### config.mk
export PLATFORM = sky130hd
export DESIGN_NAME = mem_lsu
export DESIGN_NICKNAME = d
export VERILOG_FILES = /design/src/rtl/mem_lsu_pkg.sv /design/src/rtl/mem_lane_align.sv /design/src/rtl/mem_lsu.sv
export SDC_FILE = /design/constraint.sdc
export NUM_CORES = 1
export LEC_CHECK = 0
export CAP_MARGIN = 20
export CELL_PAD_IN_SITES_DETAIL_PLACEMENT = 2
export CELL_PAD_IN_SITES_GLOBAL_PLACEMENT = 2
export CORE_MARGIN = 2
export CORE_UTILIZATION = 25
export DETAILED_ROUTE_END_ITERATION = 6
export PLACE_DENSITY_LB_ADDON = 0.1
export SLEW_MARGIN = 0
export SYNTH_ARGS = -nofsm -noshare
export SYNTH_HDL_FRONTEND = slang
export SYNTH_SLANG_ARGS = --single-unit
### constraint.sdc
create_clock -name clk -period 2 [get_ports clk]
set_input_delay 0.4 -clock clk [delete_from_list [all_inputs] [get_ports clk]]
set_output_delay 0.4 -clock clk [all_outputs]
set_load 0.01 [all_outputs]
### src/rtl/mem_lsu_pkg.sv
// Shared definitions for the MEM-stage load/store unit: op encodings, FSM states,
// lane widths and small op-classification helpers.
package mem_lsu_pkg;

  localparam logic [2:0] OP_LB  = 3'd0;
  localparam logic [2:0] OP_LH  = 3'd1;
  localparam logic [2:0] OP_LW  = 3'd2;
  localparam logic [2:0] OP_LBU = 3'd3;
  localparam logic [2:0] OP_LHU = 3'd4;
  localparam logic [2:0] OP_SB  = 3'd5;
  localparam logic [2:0] OP_SH  = 3'd6;
  localparam logic [2:0] OP_SW  = 3'd7;

  localparam int BYTE_W = 8;
  localparam int HALF_W = 16;

  typedef enum logic [1:0] {
    ST_IDLE = 2'd0,
    ST_RD   = 2'd1,
    ST_WR   = 2'd2,
    ST_RSP  = 2'd3
  } lsu_state_t;

  function automatic logic is_store(input logic [2:0] op);
    return (op == OP_SB) || (op == OP_SH) || (op == OP_SW);
  endfunction

  function automatic logic is_word(input logic [2:0] op);
    return (op == OP_LW) || (op == OP_SW);
  endfunction

  function automatic logic is_half(input logic [2:0] op);
    return (op == OP_LH) || (op == OP_LHU) || (op == OP_SH);
  endfunction

  // Byte offset after force-alignment: word ops ignore addr[1:0], halfword ops ignore addr[0].
  function automatic logic [1:0] lane_off(input logic [2:0] op, input logic [1:0] a);
    logic [1:0] off;
    off = a;
    if (is_word(op)) off = 2'b00;
    else if (is_half(op)) off = {a[1], 1'b0};
    return off;
  endfunction

  function automatic logic misaligned(input logic [2:0] op, input logic [1:0] a);
    return (is_word(op) && (a != 2'b00)) || (is_half(op) && a[0]);
  endfunction

endpackage

### src/rtl/mem_lane_align.sv
// Combinational lane logic: extracts and extends a loaded byte/halfword and
// merges store data into a previously read word (little-endian lanes).
module mem_lane_align
  import mem_lsu_pkg::*;
(
  input  logic [2:0]  op,
  input  logic [1:0]  off,
  input  logic [31:0] rdata,
  input  logic [31:0] wdata,
  output logic [31:0] load_data,
  output logic [31:0] merged
);

  logic [BYTE_W-1:0] byte_sel;
  logic [HALF_W-1:0] half_sel;

  always_comb begin
    byte_sel = rdata[7:0];
    case (off)
      2'd0: byte_sel = rdata[7:0];
      2'd1: byte_sel = rdata[15:8];
      2'd2: byte_sel = rdata[23:16];
      2'd3: byte_sel = rdata[31:24];
      default: byte_sel = rdata[7:0];
    endcase
    half_sel = off[1] ? rdata[31:16] : rdata[15:0];
  end

  always_comb begin
    load_data = 32'd0;
    case (op)
      OP_LB:  load_data = {{(32-BYTE_W){byte_sel[BYTE_W-1]}}, byte_sel};
      OP_LH:  load_data = {{(32-HALF_W){half_sel[HALF_W-1]}}, half_sel};
      OP_LW:  load_data = rdata;
      OP_LBU: load_data = {{(32-BYTE_W){1'b0}}, byte_sel};
      OP_LHU: load_data = {{(32-HALF_W){1'b0}}, half_sel};
      default: load_data = 32'd0;
    endcase
  end

  always_comb begin
    merged = rdata;
    case (op)
      OP_SB: begin
        case (off)
          2'd0: merged[7:0]   = wdata[7:0];
          2'd1: merged[15:8]  = wdata[7:0];
          2'd2: merged[23:16] = wdata[7:0];
          2'd3: merged[31:24] = wdata[7:0];
          default: merged = rdata;
        endcase
      end
      OP_SH: begin
        if (off[1]) merged[31:16] = wdata[15:0];
        else        merged[15:0]  = wdata[15:0];
      end
      OP_SW: merged = wdata;
      default: merged = rdata;
    endcase
  end

endmodule

### src/rtl/mem_lsu.sv
// MEM-stage load/store unit in front of a word-addressed ram.
// Optional MEM_LSU_ALIGN_TRAP_EN: reject misaligned accesses instead of force-aligning.
module mem_lsu
  import mem_lsu_pkg::*;
#(
  parameter int DEPTH = 2048
) (
  input  logic        clk,
  input  logic        rst,
  input  logic        req_valid,
  output logic        req_ready,
  input  logic [2:0]  req_op,
  input  logic [31:0] req_addr,
  input  logic [31:0] req_wdata,
  output logic        rsp_valid,
  output logic [31:0] rsp_data,
  output logic        rsp_err,
  output logic        ram_re,
  output logic        ram_we,
  output logic [31:0] ram_raddr,
  output logic [31:0] ram_waddr,
  output logic [31:0] ram_wdata,
  input  logic [31:0] ram_rdata,
  output logic [1:0]  dbg_state
);

  // Handshake: a request transfers on the rising edge where req_valid && req_ready;
  // req_ready is a registered copy of "state is IDLE" and rsp_valid is a one-cycle
  // pulse that the pipeline must take (no response backpressure).

  localparam logic [31:0] ADDR_LIMIT = 32'(4 * DEPTH);

  lsu_state_t  state;
  logic [2:0]  op_q;
  logic [1:0]  off_q;
  logic [31:0] wdata_q;

  logic        accept;
  logic        out_range;
  logic        bad_align;
  logic        reject;
  logic [31:0] widx;
  logic [31:0] load_data;
  logic [31:0] merged;

  assign dbg_state = state;
  assign accept    = req_valid && req_ready;
  assign out_range = (req_addr >= ADDR_LIMIT);
`ifdef MEM_LSU_ALIGN_TRAP_EN
  assign bad_align = misaligned(req_op, req_addr[1:0]);
`else
  assign bad_align = 1'b0;
`endif
  assign reject    = out_range || bad_align;
  assign widx      = {2'b00, req_addr[31:2]};

  mem_lane_align u_align (
    .op        (op_q),
    .off       (off_q),
    .rdata     (ram_rdata),
    .wdata     (wdata_q),
    .load_data (load_data),
    .merged    (merged)
  );

  always_ff @(posedge clk) begin
    if (rst) begin
      state     <= ST_IDLE;
      op_q      <= OP_LB;
      off_q     <= 2'b00;
      wdata_q   <= 32'd0;
      req_ready <= 1'b1;
      rsp_valid <= 1'b0;
      rsp_err   <= 1'b0;
      rsp_data  <= 32'd0;
      ram_re    <= 1'b0;
      ram_we    <= 1'b0;
      ram_raddr <= 32'd0;
      ram_waddr <= 32'd0;
      ram_wdata <= 32'd0;
    end else begin
      case (state)
        ST_IDLE: begin
          if (accept) begin
            req_ready <= 1'b0;
            op_q      <= req_op;
            off_q     <= lane_off(req_op, req_addr[1:0]);
            wdata_q   <= req_wdata;
            if (reject) begin
              state     <= ST_RSP;
              rsp_valid <= 1'b1;
              rsp_err   <= 1'b1;
              rsp_data  <= 32'd0;
            end else if (req_op == OP_SW) begin
              state     <= ST_WR;
              ram_we    <= 1'b1;
              ram_waddr <= widx;
              ram_wdata <= req_wdata;
            end else begin
              state     <= ST_RD;
              ram_re    <= 1'b1;
              ram_raddr <= widx;
            end
          end
        end
        ST_RD: begin
          ram_re <= 1'b0;
          if (is_store(op_q)) begin
            state     <= ST_WR;
            ram_we    <= 1'b1;
            ram_waddr <= ram_raddr;
            ram_wdata <= merged;
          end else begin
            state     <= ST_RSP;
            rsp_valid <= 1'b1;
            rsp_err   <= 1'b0;
            rsp_data  <= load_data;
          end
        end
        ST_WR: begin
          // Address and data stay put through RSP so the level-sensitive write settles.
          ram_we    <= 1'b0;
          state     <= ST_RSP;
          rsp_valid <= 1'b1;
          rsp_err   <= 1'b0;
          rsp_data  <= 32'd0;
        end
        ST_RSP: begin
          rsp_valid <= 1'b0;
          rsp_err   <= 1'b0;
          rsp_data  <= 32'd0;
          req_ready <= 1'b1;
          state     <= ST_IDLE;
        end
        default: begin
          state     <= ST_IDLE;
          req_ready <= 1'b1;
        end
      endcase
    end
  end

endmodule

==> run_results.csv, run 1 <==
group,metric,value,unit
run_status,status,"completed",
synthesis,synthFlopType,"dfxtp_1",
clock_tree,htreeDepth,4,
grt,grt_busiest_layer,"met2",
pwr,p_leak,4.86,nW
clock_tree,clk_path_buf_depth,2,
placed_design,dp_hpwl,29800,µm
pwr,seq_power_share,28.9,%
detailed_routing,wl_per_cell,23.6,µm
grt,grt_pass1_wl,63200,µm
worst_setup_path,cpMostUsedCell,"buf_4",
worst_hold_path,holdPathStages,2,
synthesis,synth_area,8690,µm²
worst_setup_path,critPathTopFamily,"buffers and inverters",
detailed_routing,routed_wirelength,43900,µm
cells_and_area,final_util,39.9,%
cells_and_area,syn_to_final_growth,57.9,%
worst_hold_path,hold_class,"in -> reg",
floorplan,fp.dieW,190,µm
worst_setup_path,required,2350,ps
synthesis,yosysSeqAreaShare,38.7,%
sta,relSlewSlack,59.1,%
cells_and_area,fin_nets,1500,
worst_setup_path,r2r_setup_slack,60,ps
sta,slew_viol_final,0,
pwr,vdd_drop_max,0.663,mV
clock_tree,clock-sinks,168,
pwr,powerDensity,992,nW/µm²
placed_design,gp_congestion,0.821,
synthesis,synth_edf_count,0,
worst_setup_path,crit_type,"in -> reg",
synthesis,ys.warnings.count,0,
sta,fin_ws,32.5,ps
detailed_routing,viasPerCell,5.23,
run,drv_cap,0,
cells_and_area,n_fill_cell,3809,
placed_design,dp_slack,-727,ps
clock_tree,cts_buffers,17,
grt,grt_util_met3,4.31,%
floorplan,dieArea,36300,µm²
sta,worst_pin_slew,614,ps
sta,final.min_clock_period,1970,ps
detailed_routing,vias,9727,
worst_setup_path,crit_slowest_cell,"clkdlybuf4s50_1",
sta,min_period_over_period,98.4,%
worst_setup_path,path_depth,9,
worst_setup_path,r2r_start,"dbg_state[1]",
sta,hold_violations,0,
clock_tree,clkTransAtPathRegs,70,ps
floorplan,coreArea,34400,µm²
worst_setup_path,startpoint_type,"primary input",
grt,grt_pass1_vias,10157,
grt,gr-usage-met2,39.2,%
worst_setup_path,crit_arrival,2320,ps
grt,use_met1,29.0,%
pwr,p_clk_share,25.8,%
pwr,p_comb_share,45.3,%
worst_setup_path,timing.critical_path.buf_inv,4,
detailed_routing,first_iter_violations,519,
clock_tree,cts_tree,"built",
grt,grt_max_degree,58,
pwr,p_sw_share,39.1,%
clock_tree,hold_buffers,0,
worst_hold_path,holdPathEnd,"ram_wdata[7]",
detailed_routing,final_antenna_net_count,0,
grt,antenna_found_initial,4,
floorplan,num_io_pins,237,
worst_setup_path,cp-end-kind,"flop",
cells_and_area,diodes,0,
synthesis,async_reset_ff_share,0,%
synthesis,avgSynthCellArea,8.02,µm²
cells_and_area,layout-drive-gt1-share,23.4,%
detailed_routing,drc,0,
placed_design,port_buffers,232,
floorplan,die_y,190,µm
worst_setup_path,r2r_cells,8,
worst_setup_path,crit_path_cell_trace,"clkdlybuf4s50_1, nor3_2, buf_4, and4_4, buf_4, a41o_4, clkbuf_16, nor2_1, a211oi_1",
worst_setup_path,max_stage_delay,440,ps
synthesis,syn-instance-count,1084,
grt,grt_overflow_total,0,
worst_setup_path,cp_max_fo,6,
synthesis,yosysUniqueCellTypes,59,
floorplan,start_util,25.3,%
grt,track_usage,23.0,%
sta,tns,0,ps
sta,fmax,508,MHz
synthesis,synth_seq_cells,168,
pwr,switchingPower,0.00532,W
sta,setup_viol,0,
floorplan,num_rows,68,
clock_tree,root_buffer,"clkbuf_16",
clock_tree,clock_latency,440,ps
worst_hold_path,worstHoldStart,"rst",
detailed_routing,dr.pass1.iters,4,
worst_setup_path,timing.rr.end,"ram_wdata[18]",
sta,fin_worst_skew,9.80,ps
pwr,intPower,0.00829,W
==> layout by cell type, fill, tap and decap left out, drive strengths merged, types with 10 or more instances in the layout <==
| master | instances |
|---|---|
| a22oi | 49 |
| buf | 155 |
| dfxtp | 168 |
| mux2 | 38 |
| mux2i | 10 |
| a2111oi | 11 |
| a221oi | 16 |
| dlymetal6s2s | 15 |
| o21ai | 42 |
| clkdlybuf4s50 | 216 |
| a31oi | 39 |
| clkbuf | 30 |
| a211oi | 16 |
| a21o | 30 |
| nor2 | 47 |
| nand3 | 61 |
| or2 | 32 |
| a21oi | 105 |
| inv | 10 |
| nand2 | 180 |
| nor3 | 13 |
| and3 | 24 |
==> cells by family (layout without fill, tap and decap cells) <==
kind of cell	Yosys count	in the layout	share of synthesized area, %
flip-flops	168	168	38.7
other	1	4	0.0432
buffers and inverters	115	434	5.79
multiplexers	51	51	6.85
XOR/XNOR	3	3	0.302
AO/OA/AOI/OAI	355	355	27.0
AND/OR/NAND/NOR	387	387	20.8
adder cells (fa/ha/maj)	4	4	0.576
==> synth_stat cells (5+ instances only) <==
cell type / count / area share [%]
and2_1: 5 / 0.36
clkbuf_1: 63 / 2.7
o21bai_1: 5 / 0.43
a22o_1: 8 / 0.81
nor4_1: 5 / 0.36
a31oi_1: 39 / 2.8
o2bb2ai_1: 5 / 0.50
or2_2: 32 / 2.3
nand3_1: 61 / 3.5
nor2_1: 47 / 2.0
o21ai_0: 41 / 2.4
a221oi_1: 16 / 1.6
a31o_2: 6 / 0.60
inv_1: 9 / 0.39
nor3_1: 13 / 0.75
mux2_2: 38 / 4.9
and3_1: 24 / 1.7
mux2i_1: 10 / 1.2
a22oi_1: 49 / 4.2
dfxtp_1: 168 / 39
a211oi_1: 16 / 1.4
a21o_1: 30 / 2.6
nor2b_1: 6 / 0.43
a21oi_1: 105 / 6.0
a2111oi_0: 10 / 1.0
buf_4: 9 / 0.78
nand2_1: 180 / 7.8
buf_2: 30 / 1.7
==> area by class of cell <==
type / instances / area [µm²] / area share (%)
clock buffer: 22 / 484 / 3.53
clock inverter: 9 / 116 / 0.848
inverter: 9 / 36.3 / 0.264
multi-input combinational: 804 / 5110 / 37.2
sequential: 168 / 3370 / 24.6
tap: 455 / 569 / 4.15
timing repair buffer: 394 / 4030 / 29.4
==> per-stage QoR <==
stage	power, W	instance area (µm²)	cells	hold WS, ps
final	0.0136	13700	1861	307
after global routing	0.0143	13700	1861	308
after CTS	0.0134	13300	1845	281
after detailed placement	0.00958	12400	1808	448
after global placement	0.00954	12400	1808	442
after floorplan	0.00676	8700	1087	436
==> sequential cells by signal (all words and copies together), names as in the netlist, 2 cells and up <==
signal,flops
ram_wdata,32
dbg_state,2
ram_raddr,30
rsp_data,32
off_q,2
wdata_q,32
op_q,3
ram_waddr,30
==> power groups by stage <==
stage | clock network [W] | registers, W | logic, W
after floorplan | 0 | 0.00396 | 0.00280
after global placement | 0 | 0.00398 | 0.00556
after detailed placement | 0 | 0.00399 | 0.00559
after CTS | 0.00360 | 0.00392 | 0.00590
after global routing | 0.00375 | 0.00397 | 0.00661
final | 0.00351 | 0.00393 | 0.00616
==> per-layer routing <==
layer / up-vias / routed length (µm)
li1: 4547 / -
met1: 4891 / 19100
met2: 227 / 21800
met3: 54 / 1780
met4: 8 / 1170
met5: - / 55
==> worst max-delay path by stage <==
stage | end | slack [ps] | from
after global routing | ram_wdata[11] | -40 | req_addr[16]
after floorplan | ram_waddr[24] | -40 | dbg_state[1]
after global placement | ram_wdata[28] | -670 | req_addr[24]
after detailed placement | ram_wdata[28] | -730 | req_addr[13]
final | ram_wdata[11] | 30 | req_addr[28]
after CTS | ram_wdata[25] | -20 | req_addr[20]
==> repair_timing <==
item	CTS	global route
buffers inserted	3	9
pin swaps	4	26
cloned	3	9
setup endpoints to repair	124	149
gates resized for setup	36	63
(Power assumes the default switching activity.)
==> inputs of run 2 (changes only) <==
- MAX_ROUTING_LAYER: default -> met4
==> run 2 against run 1 <==
Register-to-register slack worse by 40 ps. Sequential share of layout area fell by 0.10 points. Non-clock buffer count up 3. Routed wire length down 0.11%. Cell area rose by 0.43%. Utilization rose by 0.17 points. First-iteration DRC count fell by 6.0%.
==> run_results.csv, run 2 (same netlist as run 1, synthesis figures left out) <==
group,metric,value,unit
run_status,status,"completed",
clock_tree,clock_latency,440,ps
sta,setup_viol,0,
grt,grt_pass1_vias,10164,
placed_design,dp_slack,-727,ps
sta,rsz0062_at_grt,"yes",
detailed_routing,dr.pass1.iters,5,
clock_tree,clk_path_buf_depth,2,
worst_setup_path,cp_max_fo,8,
sta,fmax,505,MHz
placed_design,gp_congestion,0.834,
sta,fin_ws,20.5,ps
run,drv_cap,0,
cells_and_area,final_common_cell,"clkdlybuf4s50_1",
detailed_routing,viasPerCell,5.21,
placed_design,port_buffers,232,
worst_setup_path,crit_type,"reg -> reg",
worst_setup_path,crit_slowest_cell,"a221oi_1",
grt,track_usage,23.7,%
cells_and_area,n_fill_cell,3821,
sta,min_period_over_period,99.0,%
sta,worst_pin_slew,691,ps
pwr,vdd_drop_max,0.636,mV
placed_design,place_inst,1808,
pwr,powerDensity,988,nW/µm²
grt,grt_overflow_total,0,
pwr,p_leak,4.89,nW
placed_design,dp_hpwl,29800,µm
worst_setup_path,critPathTopFamily,"buffers and inverters",
worst_setup_path,startpoint_type,"flop",
clock_tree,htreeDepth,4,
clock_tree,cts_tree,"built",
grt,grt_pass1_wl,63200,µm
detailed_routing,drc,0,
worst_setup_path,cpMostUsedCell,"buf_4",
worst_setup_path,crit_path_cell_trace,"inv_4, ha_4, buf_12, buf_4, buf_4, nand3_1, nor2_1, buf_4, a221oi_1, a211oi_1",
worst_setup_path,max_stage_delay,410,ps
clock_tree,root_buffer,"clkbuf_16",
worst_setup_path,cp-end-kind,"flop",
cells_and_area,layout-drive-gt1-share,23.5,%
cells_and_area,reg_top3,"ram_wdata: 32 flops, rsp_data: 32 flops, wdata_q: 32 flops",
grt,grt_max_degree,58,
cells_and_area,final_area,13800,µm²
detailed_routing,first_iter_violations,488,
sta,fin_worst_skew,9.08,ps
clock_tree,cts_buffers,17,
worst_setup_path,path_depth,10,
floorplan,start_util,25.3,%
floorplan,die_y,190,µm
cells_and_area,syn_to_final_growth,58.6,%
cells_and_area,multiInputGateArea,5130,µm²
sta,final.min_clock_period,1980,ps
worst_setup_path,r2r_cells,10,
detailed_routing,final_antenna_net_count,0,
detailed_routing,vias,9736,
grt,antenna_found_initial,4,
cells_and_area,final_cell_mix,"216 x clkdlybuf4s50_1, 179 x nand2_1, 163 x dfxtp_1, 125 x buf_4, 105 x a21oi_1",
cells_and_area,seq_area,3370,µm²
sta,hold_violations,0,
floorplan,num_rows,68,
worst_hold_path,hold_class,"in -> reg",
floorplan,num_io_pins,237,
cells_and_area,fin_nets,1503,
worst_setup_path,required,2320,ps
cells_and_area,finalNonFillerCells,1868,
worst_hold_path,holdPathStages,2,
clock_tree,clock-sinks,168,
floorplan,coreArea,34400,µm²
worst_setup_path,timing.critical_path.buf_inv,5,
worst_setup_path,crit_arrival,2300,ps
sta,tns,0,ps
placed_design,placed_cell_area,12400,µm²
detailed_routing,wl_per_cell,23.5,µm
detailed_routing,routed_wirelength,43800,µm
sta,slew_viol_final,0,
floorplan,dieArea,36300,µm²
floorplan,fp.dieW,190,µm
sta,relSlewSlack,53.9,%
clock_tree,clkTransAtPathRegs,70,ps
[run 2: layout make-up]
| cell class | count | share of cell area, % |
|---|---|---|
| Multi-Input combinational cell | 804 | 37.2 |
| Clock buffer | 22 | 3.51 |
| Timing Repair Buffer | 397 | 29.5 |
| Tap cell | 455 | 4.13 |
| Clock inverter | 9 | 0.845 |
| Sequential cell | 168 | 24.5 |
| Inverter | 9 | 0.263 |
| Antenna cell | 4 | 0.0726 |
[run 2: what timing repair did]
action	CTS	global route
hold buffers	0	0
pin swaps	4	32
buffers inserted	3	13
gates cloned	3	8
resized for setup	36	69
setup endpoints to repair	124	150
[run 2: per-layer routing]
layer	GRT usage (%)	wire length [µm]	part of all wire, %
met1	29.0	19100	43
met2	39.1	21700	49
met3	4.21	1820	4.2
met4	8.17	1280	2.9
met5	-	0	0
[run 2: report_power, final]
group | internal, W | switching [W]
Sequential | 0.00366 | 0.000276
Combinational | 0.00265 | 0.00351
Clock | 0.00198 | 0.00154
Total | 0.00828 | 0.00533
[run 2: path summary, 6_finish.rpt]
kind | from | end | slack, ps
max | dbg_state[1] | ram_wdata[18] | 20
max reg2reg | dbg_state[1] | ram_wdata[18] | 20
min reg2reg | rsp_data[24] | rsp_data[24] | 450
min | rst | ram_wdata[7] | 310
[run 2: metrics by stage]
stage	hold slack, ps	utilization [%]	total power [W]
3_5_place_dp	448	36.2	0.00958
4_1_cts	281	38.6	0.0134
2_1_floorplan	436	-	0.00676
3_3_place_gp	442	36.2	0.00954
5_1_grt	313	40.1	0.0143
6_report	305	40.1	0.0136
==> inputs of run 3 (changes only) <==
- RECOVER_POWER: default -> 25
==> results of run 3 <==
The final DEF is identical to that of run 2; final timing and power are the same.
